$ cat src/rtl/pc8001_kbd_pkg.sv
// Shared types and constants for the PC-8001 keyboard matrix: FSM states,
// matrix geometry, special-key positions and the keymap lookup record.
package pc8001_kbd_pkg;

  localparam int NUM_ROWS = 10;

  localparam int ROW_SHIFT = 8;
  localparam int BIT_SHIFT = 6;
  localparam int ROW_CTRL  = 8;
  localparam int BIT_CTRL  = 7;
  localparam int ROW_GRPH  = 8;
  localparam int BIT_GRPH  = 4;
  localparam int ROW_KANA  = 8;
  localparam int BIT_KANA  = 5;
  localparam int ROW_STOP  = 9;
  localparam int BIT_STOP  = 0;

  typedef enum logic [1:0] {
    ST_IDLE  = 2'd0,
    ST_LOOK  = 2'd1,
    ST_APPLY = 2'd2
  } state_t;

  // Field order matches ps2_key[9:0] so the raw bus casts straight in.
  typedef struct packed {
    logic       pressed;
    logic       ext;
    logic [7:0] code;
  } kev_t;

  typedef struct packed {
    logic       valid;
    logic [3:0] row;
    logic [2:0] col;
    logic       synth_shift;
  } keymap_t;

  function automatic keymap_t mk(input int r, input int c, input logic s);
    keymap_t m;
    m.valid       = 1'b1;
    m.row         = r[3:0];
    m.col         = c[2:0];
    m.synth_shift = s;
    return m;
  endfunction

endpackage

$ cat src/rtl/pc8001_keymap.sv
// PS/2 set-2 scancode (with E0 flag) to PC-8001 matrix position lookup.
module pc8001_keymap
  import pc8001_kbd_pkg::*;
(
  input  logic [7:0] i_code,
  input  logic       i_ext,
  output keymap_t    o_map
);

  always_comb begin
    o_map = '0;
    case ({i_ext, i_code})
      // numeric keypad 0-7
      9'h070: o_map = mk(0, 0, 1'b0);
      9'h069: o_map = mk(0, 1, 1'b0);
      9'h072: o_map = mk(0, 2, 1'b0);
      9'h07A: o_map = mk(0, 3, 1'b0);
      9'h06B: o_map = mk(0, 4, 1'b0);
      9'h073: o_map = mk(0, 5, 1'b0);
      9'h074: o_map = mk(0, 6, 1'b0);
      9'h06C: o_map = mk(0, 7, 1'b0);
      // keypad 8 9 * + . and both RETURN keys
      9'h075: o_map = mk(1, 0, 1'b0);
      9'h07D: o_map = mk(1, 1, 1'b0);
      9'h07C: o_map = mk(1, 2, 1'b0);
      9'h079: o_map = mk(1, 3, 1'b0);
      9'h071: o_map = mk(1, 6, 1'b0);
      9'h05A: o_map = mk(1, 7, 1'b0);
      9'h15A: o_map = mk(1, 7, 1'b0);
      // @ A-G
      9'h00E: o_map = mk(2, 0, 1'b0);
      9'h01C: o_map = mk(2, 1, 1'b0);
      9'h032: o_map = mk(2, 2, 1'b0);
      9'h021: o_map = mk(2, 3, 1'b0);
      9'h023: o_map = mk(2, 4, 1'b0);
      9'h024: o_map = mk(2, 5, 1'b0);
      9'h02B: o_map = mk(2, 6, 1'b0);
      9'h034: o_map = mk(2, 7, 1'b0);
      // H-O
      9'h033: o_map = mk(3, 0, 1'b0);
      9'h043: o_map = mk(3, 1, 1'b0);
      9'h03B: o_map = mk(3, 2, 1'b0);
      9'h042: o_map = mk(3, 3, 1'b0);
      9'h04B: o_map = mk(3, 4, 1'b0);
      9'h03A: o_map = mk(3, 5, 1'b0);
      9'h031: o_map = mk(3, 6, 1'b0);
      9'h044: o_map = mk(3, 7, 1'b0);
      // P-W
      9'h04D: o_map = mk(4, 0, 1'b0);
      9'h015: o_map = mk(4, 1, 1'b0);
      9'h02D: o_map = mk(4, 2, 1'b0);
      9'h01B: o_map = mk(4, 3, 1'b0);
      9'h02C: o_map = mk(4, 4, 1'b0);
      9'h03C: o_map = mk(4, 5, 1'b0);
      9'h02A: o_map = mk(4, 6, 1'b0);
      9'h01D: o_map = mk(4, 7, 1'b0);
      // X Y Z [ \ ] ^ -
      9'h022: o_map = mk(5, 0, 1'b0);
      9'h035: o_map = mk(5, 1, 1'b0);
      9'h01A: o_map = mk(5, 2, 1'b0);
      9'h054: o_map = mk(5, 3, 1'b0);
      9'h05D: o_map = mk(5, 4, 1'b0);
      9'h05B: o_map = mk(5, 5, 1'b0);
      9'h055: o_map = mk(5, 6, 1'b0);
      9'h04E: o_map = mk(5, 7, 1'b0);
      // 0-7
      9'h045: o_map = mk(6, 0, 1'b0);
      9'h016: o_map = mk(6, 1, 1'b0);
      9'h01E: o_map = mk(6, 2, 1'b0);
      9'h026: o_map = mk(6, 3, 1'b0);
      9'h025: o_map = mk(6, 4, 1'b0);
      9'h02E: o_map = mk(6, 5, 1'b0);
      9'h036: o_map = mk(6, 6, 1'b0);
      9'h03D: o_map = mk(6, 7, 1'b0);
      // 8 9 : ; , . / _
      9'h03E: o_map = mk(7, 0, 1'b0);
      9'h046: o_map = mk(7, 1, 1'b0);
      9'h052: o_map = mk(7, 2, 1'b0);
      9'h04C: o_map = mk(7, 3, 1'b0);
      9'h041: o_map = mk(7, 4, 1'b0);
      9'h049: o_map = mk(7, 5, 1'b0);
      9'h04A: o_map = mk(7, 6, 1'b0);
      9'h051: o_map = mk(7, 7, 1'b0);
      // cursor/edit keys; left and down reuse right and up plus shift
      9'h16C: o_map = mk(8, 0, 1'b0);
      9'h175: o_map = mk(8, 1, 1'b0);
      9'h174: o_map = mk(8, 2, 1'b0);
      9'h16B: o_map = mk(8, 2, 1'b1);
      9'h172: o_map = mk(8, 1, 1'b1);
      9'h066: o_map = mk(8, 3, 1'b0);
      9'h171: o_map = mk(8, 3, 1'b0);
      9'h011: o_map = mk(ROW_GRPH, BIT_GRPH, 1'b0);
      9'h111: o_map = mk(ROW_KANA, BIT_KANA, 1'b0);
      9'h012: o_map = mk(ROW_SHIFT, BIT_SHIFT, 1'b0);
      9'h059: o_map = mk(ROW_SHIFT, BIT_SHIFT, 1'b0);
      9'h014: o_map = mk(ROW_CTRL, BIT_CTRL, 1'b0);
      9'h114: o_map = mk(ROW_CTRL, BIT_CTRL, 1'b0);
      // STOP(F10) F1-F5 SPACE ESC
      9'h009: o_map = mk(ROW_STOP, BIT_STOP, 1'b0);
      9'h005: o_map = mk(9, 1, 1'b0);
      9'h006: o_map = mk(9, 2, 1'b0);
      9'h004: o_map = mk(9, 3, 1'b0);
      9'h00C: o_map = mk(9, 4, 1'b0);
      9'h003: o_map = mk(9, 5, 1'b0);
      9'h029: o_map = mk(9, 6, 1'b0);
      9'h076: o_map = mk(9, 7, 1'b0);
      default: o_map = '0;
    endcase
  end

endmodule

$ cat src/rtl/pc8001_keymatrix.sv
// PS/2 event to PC-8001 10x8 keyboard matrix, with a one-deep pending buffer
// and shift merging (left/right shift keys plus cursor-synthesised shift).
module pc8001_keymatrix
  import pc8001_kbd_pkg::*;
(
  input  logic        clk_sys,
  input  logic        reset,
  input  logic [10:0] ps2_key,
  input  logic        all_release,
  input  logic [3:0]  row_sel,
  output logic [7:0]  row_data,
  output logic        stop_key,
  output logic        kbd_overflow,
  output logic        busy
);

  state_t                        r_state, w_next;
  logic                          r_tog;
  kev_t                          r_cur, r_pend;
  logic                          r_pend_vld;
  keymap_t                       r_map;
  logic                          r_press, r_is_lsh, r_is_rsh;
  logic                          r_lsh, r_rsh, r_synth;
  logic [NUM_ROWS-1:0][7:0]      r_mat;
  logic [NUM_ROWS-1:0][7:0]      w_rows;
  logic [7:0]                    r_row_data;
  logic                          r_ovf;
  logic                          w_evt, w_take_evt, w_take_pend, w_apply;
  kev_t                          w_kev;
  keymap_t                       w_map;

  assign w_evt   = ps2_key[10] ^ r_tog;
  assign w_kev   = kev_t'(ps2_key[9:0]);
  assign w_apply = (r_state == ST_APPLY) && !all_release;

  pc8001_keymap u_keymap (
    .i_code (r_cur.code),
    .i_ext  (r_cur.ext),
    .o_map  (w_map)
  );

  always_comb begin
    w_next      = r_state;
    w_take_evt  = 1'b0;
    w_take_pend = 1'b0;
    case (r_state)
      ST_IDLE: begin
        if (r_pend_vld) begin
          w_next      = ST_LOOK;
          w_take_pend = 1'b1;
        end else if (w_evt) begin
          w_next     = ST_LOOK;
          w_take_evt = 1'b1;
        end
      end
      ST_LOOK:  w_next = ST_APPLY;
      ST_APPLY: w_next = ST_IDLE;
      default:  w_next = ST_IDLE;
    endcase
    if (all_release) begin
      w_next      = ST_IDLE;
      w_take_evt  = 1'b0;
      w_take_pend = 1'b0;
    end
  end

  always_ff @(posedge clk_sys) begin
    if (reset) r_state <= ST_IDLE;
    else       r_state <= w_next;
  end

  always_ff @(posedge clk_sys) begin
    if (reset) begin
      r_tog      <= ps2_key[10];
      r_cur      <= '0;
      r_pend     <= '0;
      r_pend_vld <= 1'b0;
      r_map      <= '0;
      r_press    <= 1'b0;
      r_is_lsh   <= 1'b0;
      r_is_rsh   <= 1'b0;
      r_lsh      <= 1'b0;
      r_rsh      <= 1'b0;
      r_synth    <= 1'b0;
      r_mat      <= '0;
      r_ovf      <= 1'b0;
    end else begin
      r_tog <= ps2_key[10];
      if (all_release) begin
        r_mat      <= '0;
        r_lsh      <= 1'b0;
        r_rsh      <= 1'b0;
        r_synth    <= 1'b0;
        r_pend_vld <= 1'b0;
      end else begin
        if (w_take_pend)     r_cur <= r_pend;
        else if (w_take_evt) r_cur <= w_kev;

        // The buffer slot frees up in the same cycle it is consumed.
        if (w_evt && !w_take_evt) begin
          if (!r_pend_vld || w_take_pend) begin
            r_pend     <= w_kev;
            r_pend_vld <= 1'b1;
          end else begin
            r_ovf <= 1'b1;
          end
        end else if (w_take_pend) begin
          r_pend_vld <= 1'b0;
        end

        if (r_state == ST_LOOK) begin
          r_map    <= w_map;
          r_press  <= r_cur.pressed;
          r_is_lsh <= !r_cur.ext && (r_cur.code == 8'h12);
          r_is_rsh <= !r_cur.ext && (r_cur.code == 8'h59);
        end

        if (w_apply) begin
          if (r_is_lsh) begin
            r_lsh <= r_press;
          end else if (r_is_rsh) begin
            r_rsh <= r_press;
          end else if (r_map.valid) begin
            for (int r = 0; r < NUM_ROWS; r++)
              if (r_map.row == 4'(r)) r_mat[r][r_map.col] <= r_press;
            if (r_map.synth_shift) r_synth <= r_press;
          end
        end
      end
    end
  end

  always_comb begin
    w_rows = r_mat;
    w_rows[ROW_SHIFT][BIT_SHIFT] = r_mat[ROW_SHIFT][BIT_SHIFT] | r_lsh | r_rsh | r_synth;
  end

  always_ff @(posedge clk_sys) begin
    if (reset)                          r_row_data <= 8'hFF;
    else if (row_sel < 4'(NUM_ROWS))    r_row_data <= ~w_rows[row_sel];
    else                                r_row_data <= 8'hFF;
  end

  assign row_data     = r_row_data;
  assign stop_key     = r_mat[ROW_STOP][BIT_STOP];
  assign kbd_overflow = r_ovf;
  assign busy         = (r_state != ST_IDLE);

endmodule

$ cat config.mk
export PLATFORM = sky130hd
export DESIGN_NAME = pc8001_keymatrix
export DESIGN_NICKNAME = d
export VERILOG_FILES = /design/src/rtl/pc8001_kbd_pkg.sv /design/src/rtl/pc8001_keymap.sv /design/src/rtl/pc8001_keymatrix.sv
export SDC_FILE = /design/constraint.sdc
export NUM_CORES = 1
export LEC_CHECK = 0
export CAP_MARGIN = 20
export CORE_MARGIN = 2
export CORE_UTILIZATION = 52
export DETAILED_ROUTE_END_ITERATION = 10
export PLACE_DENSITY = 0.7
export RECOVER_POWER = 50
export SYNTH_ARGS = -nofsm -noshare
export SYNTH_HDL_FRONTEND = slang
export SYNTH_HIERARCHICAL = 1
export SYNTH_SLANG_ARGS = --single-unit
$ cat constraint.sdc
create_clock -name clk_sys -period 4.75 [get_ports clk_sys]
set_clock_uncertainty 0.1 [all_clocks]
set_input_delay 0.475 -clock clk_sys [delete_from_list [all_inputs] [get_ports clk_sys]]
set_output_delay 0.475 -clock clk_sys [all_outputs]
set_load 0.01 [all_outputs]
# Word-level counts from Yosys, hierarchy flattened
# Index checks and enable logic that the tools add are counted.
# totals
regBits	128
input_bits	18
output_inout_bits	11
word_cells	213
# op_classes
order_cmp	4
n_eq_ne	99
muxes	30
n_bitwise	10
reduce_logical	39
# op_table
cell	count
one-hot mux 9 bit (80 select lines)	1
== test 9 x 7 -> 1 bit, second input constant	35
== test 9 x 6 -> 1 bit, second input constant	23
== test 9 x 5 -> 1 bit, second input constant	10
== test 9 bit, second input constant	9
bitwise mux 8 bit	10
AND reduction 5 bit	11
binary-select mux 8 bit (select 4 bit)	1
== test 9 x 3 -> 1 bit, second input constant	3
== test 9 x 4 -> 1 bit, second input constant	3
2-to-1 mux 10 bit	2
== test 4 x 3 -> 1 bit, second input constant	4
OR reduction 2 bit	6
2-to-1 mux 1 bit	11
== test 9 x 2 -> 1 bit, second input constant	1
AND reduction 3 bit	3
== test 4 x 2 -> 1 bit, second input constant	2
== test 4 bit, second input constant	2
== test 8 x 5 -> 1 bit, second input constant	1
== test 8 x 7 -> 1 bit, second input constant	1
2-to-1 mux 8 bit	1
inverter 8 bit	1
AND reduction 2 bit	4
nonzero test 2 bit	3
other kinds (20)	34

# Logic depth before layout (Yosys ltp)
# logic_depth
word_depth	9
ltp_mapped	10
depth_no_buf	8

# Modules after synthesis
# The synthesis kept the hierarchy.
# modules_own_cells
mod	n_inst	cells_each	area_per_inst_um2
pc8001_keymatrix	1	639	5820.6
pc8001_keymap	1	256	1559.0

# Worst setup path before layout
# No wires, ideal clock.
# synth_timing
path_type	register -> register
start	register r_cur[3] in the netlist's numbering
end	register r_map[8] in the netlist's numbering
setup_time_ns	0.128
arrival_time_ns	2.059
t_required_ns	4.522
path_slack_ns	2.463
stages_incl_launch_ff	10
period_less_slack_ns	2.287
cell_sequence	dfxtp_1 buf_4 and3b_1 nand2_2 o32a_1 o21ai_1 or3_1 or4_1 mux2i_1 nor2_1
# synth_rtl
element	line	text
start: declaration	pc8001_keymatrix.sv:19	kev_t r_cur, r_pend;
start signal: assignment	pc8001_keymatrix.sv:96	if (w_take_pend) r_cur <= r_pend;
start signal: assignment	pc8001_keymatrix.sv:97	else if (w_take_evt) r_cur <= w_kev;
end signal: assignment	pc8001_keymatrix.sv:112	r_map <= w_map;
end: declaration	pc8001_keymatrix.sv:21	keymap_t r_map;

# Final worst setup path
# layout_timing
start	input all_release
end	register r_mat[16] in the netlist's numbering
# layout_via
elab_chain_len	3
word_cells_on_any_way	4
classes_between	4 x reduce/logical
# layout_rtl
element	line	text
start: declaration	pc8001_keymatrix.sv:9	input logic all_release,
zero test 1 bit	pc8001_keymatrix.sv:34	assign w_apply = (r_state == ST_APPLY) && !all_release;
logical AND 1 bit	pc8001_keymatrix.sv:34	
AND reduction 5 bit (no line)	--	
end signal: indexed assignment	pc8001_keymatrix.sv:125	if (r_map.row == 4'(r)) r_mat[r][r_map.col] <= r_press;
end: declaration	pc8001_keymatrix.sv:24	logic [NUM_ROWS-1:0][7:0] r_mat;
# Parallel ways exist; a longest one is shown, timed or not.
# A chain may end at the register's enable or synchronous reset.

==> metrics.log <==
[metrics] DRT antenna net count: 0
[metrics] core outline area: 13,880 µm²
[metrics] peak supply drop: 0.0002587 V
[metrics] number of synthesized register bits: 128
[metrics] setup repair after global routing missed its margin: no
[metrics] largest area contributor in the netlist: dfxtp_1
[metrics] ranking of synthesized cells by area: dfxtp_1, nand3_1, a21oi_1, mux2i_1, o21ai_0
[metrics] Largest delay share family, worst path: simple AND/OR/NAND/NOR gates
[metrics] vias per inst: 6.884
[metrics] commonest cells after routing, fill and taps aside: dfxtp_1, nand3_1, a21oi_1, o21ai_0, nor2_1
[metrics] number of enable-type register cells in the synthesized netlist: 0
[metrics] detailed-router iteration count before antenna repair: 8
[metrics] largest net degree at the start of global routing: 85
[metrics] clock insertion delay at the later pin of the skew report: 0.42 ns
[metrics] count of clock tree sinks: 128
[metrics] Post-CTS Setup Repair Bufs: 0
[metrics] startpoint class of the critical path: input port
[metrics] Peak Freq: 0.3208 GHz
[metrics] clock tree root driver cell: clkbuf_16
[metrics] post-CTS resize count: 0
[metrics] vias in the first global route: 6,897
[metrics] weighted congestion reported at the end of routability-driven placement: 1.070
[metrics] CTS HTree Levels: 4
[metrics] measured slew at the worst slew-check pin: 1.776 ns
[metrics] crit path capture type: flip-flop
[metrics] proportion of layout cells with a drive suffix above 1: 11.64%
[metrics] layout overhead on the synthesized area: 12.00%
[metrics] number of setup violations in the final report: 0
[metrics] cell count after placement: 1,049
[metrics] chip height: 123.1 µm
[metrics] TritonCTS clock tree: built
[metrics] Syn Area/Cell: 8.245 µm²
[metrics] routed wire length: 23.30 mm
[metrics] area of the die: 15,160 µm²
[metrics] IO Pins: 29
[metrics] DIE WIDTH: 123.1 µm
[metrics] critical path class: in2reg
[metrics] number of standard cells after synthesis: 895
[metrics] leftover overflow at the end of global routing: 0
[metrics] peak fanout along the critical path: 10
[metrics] most common library cell in the layout ignoring fill and taps: dfxtp_1
[metrics] total of hold buffers inserted after clock tree synthesis: 0
[metrics] final core utilization: 59.55%
[metrics] synth unique cells: 72
[metrics] ant diodes: 0
[metrics] highest-delay cell along the critical path: nor3b_1
[metrics] initial antenna violation count: 0
[metrics] final critical path time including I/O delays and setup: 3.117 ns
[metrics] leakage power of the design: 0.002572 µW
[metrics] setup tns final: 0 ns
[metrics] number of cells traversed by the worst register-to-register path: 9
[metrics] HPWL after detailed placement: 15.16 mm
[metrics] row count: 43
[metrics] register area share after synthesis: 34.72%
[metrics] netlist area before placement: 7380 µm²
[metrics] required time of the critical path: 4.91 ns
[metrics] total count of max-transition violations in the final report: 38
[metrics] primary flip-flop cell chosen by synthesis mapping: dfxtp_1
[metrics] CP Depth: 5
[metrics] maximum capacitance violations: 1
[metrics] total via count after detailed routing: 7,449
[metrics] buffer levels on the longest clock path: 2
[metrics] Buffers & Inverters on Critical Path: 1
[metrics] Starting DRT DRC Count: 1,216
[metrics] average wire per standard cell: 21.54 µm
[metrics] Inserted Clock Buffers: 17
[metrics] non-filler instance count after layout: 1,082
[metrics] cell area power density: 327.7 nW/µm²
[metrics] clock slew seen by the registers of the worst setup and hold paths: 0.06 ns
[metrics] Worst Path Arrival: 3.28 ns
[metrics] path category of the worst min-delay check: reg2reg
[metrics] count of input and output buffers: 28
[metrics] Hold Vio Cnt, Final: 0
[metrics] fraction of registers with async set or reset after synthesis: 0%
[metrics] fill cell count: 1,201
[metrics] Crit path largest cell delay: 0.96 ns
[metrics] Global Route Usage Sum: 30.84%
[metrics] yosys warns: 6
[metrics] instance count along the most critical hold path: 2
[metrics] Period Utilization, post-route: 65.63%
[metrics] result of the run: finished with violations
[metrics] net count after synthesis: 913
[metrics] cells along the critical path: dlygate4sd3_1, nor3b_1, nand4_1, o21ai_0, a21oi_1
[metrics] violations in the final reports: max-capacitance violations, max-slew violations
[metrics] worst relative slew slack: -18.43%
[metrics] fin nets: 908
[metrics] first-pass GRT wire length: 36.23 mm
[metrics] DRC: 0
[metrics] effective utilization at floorplan: 53.16%
[metrics] proportion of netlist area held by the largest area contributor: 34.72%
-- path summary, 6_finish.rpt --
path / slack [ns] / end / from
hold / removal: 0.36 / r_lsh / r_lsh
hold reg to reg: 0.36 / r_lsh / r_lsh
setup reg to reg: 1.65 / r_map[6] / r_cur[3]
setup / recovery: 1.63 / r_mat[16] / all_release
-- kinds of logic (layout without fill, tap and decap cells) --
group | after synthesis | in the layout | synth area share, %
AO/OA/AOI/OAI | 266 | 266 | 20.69
flip-flops | 128 | 128 | 34.72
AND/OR/NAND/NOR | 352 | 352 | 27.62
XOR/XNOR | 4 | 4 | 0.4748
multiplexers | 65 | 65 | 11.21
buffers and inverters | 80 | 87 | 5.290
-- cells in the mapped netlist (all sizes together) (4+ instances only) --
| library cell | count |
|---|---|
| nor3b | 6 |
| inv | 8 |
| nand4 | 17 |
| nor2 | 66 |
| nor3 | 15 |
| mux4 | 14 |
| o22ai | 16 |
| a21oi | 100 |
| clkbuf | 37 |
| or4b | 5 |
| dfxtp | 128 |
| nand2b | 12 |
| o21ai | 102 |
| or3b | 11 |
| and3 | 4 |
| mux2i | 50 |
| a211oi | 15 |
| o32a | 5 |
| nor4 | 22 |
| nand2 | 46 |
| or2 | 6 |
| nor2b | 16 |
| nand3 | 102 |
| buf | 35 |
-- per-stage QoR --
stage	worst slack [ns]	hold slack, ns	area, µm²	total power [µW]
CTS	1.789	0.3663	8263	2705
detailed placement	1.656	0.3535	7677	1427
global route	1.448	0.3951	8265	2792
finish	1.633	0.3624	8265	2708
floorplan	2.463	0.3360	7380	1344
global placement	1.693	0.3448	7677	1427
-- registers in the layout, summed over array words and instances, names as in the netlist, 2 cells and up --
name	count
r_cur	10
r_mat	79
row_data	8
r_map	9
r_state	2
r_pend	10
-- tightest hold or removal path, delay by kind of cell (launching register included) --
kind | cells | cell delay [ns]
AND/OR/NAND/NOR | 1 | 0.05
flip-flops | 1 | 0.31
AO/OA/AOI/OAI | 1 | 0.05
-- area by class of cell --
type / instances / area [µm²] / area share, %
multi-input combinational: 687 / 4436 / 53.66
sequential: 128 / 2564 / 31.02
clock buffer: 19 / 452.9 / 5.480
timing repair buffer: 48 / 425.4 / 5.147
tap: 180 / 225.2 / 2.725
clock inverter: 12 / 132.6 / 1.605
inverter: 8 / 30.03 / 0.3633
-- layer usage --
layer	vias up	GRT usage, %	wire [µm]
li1	3350	-	-
met1	3427	38.47	8925
met2	549	49.24	10760
met3	123	6.181	2261
met4	0	18.25	1355
met5	-	0	0
-- power breakdown --
part	internal, µW	leakage [µW]	switching [µW]
sequential	1090	0.00104	22.2
clock	799	0.000282	496
combinational	103	0.00126	200
No activity file was read; power rests on OpenSTA's default activity.
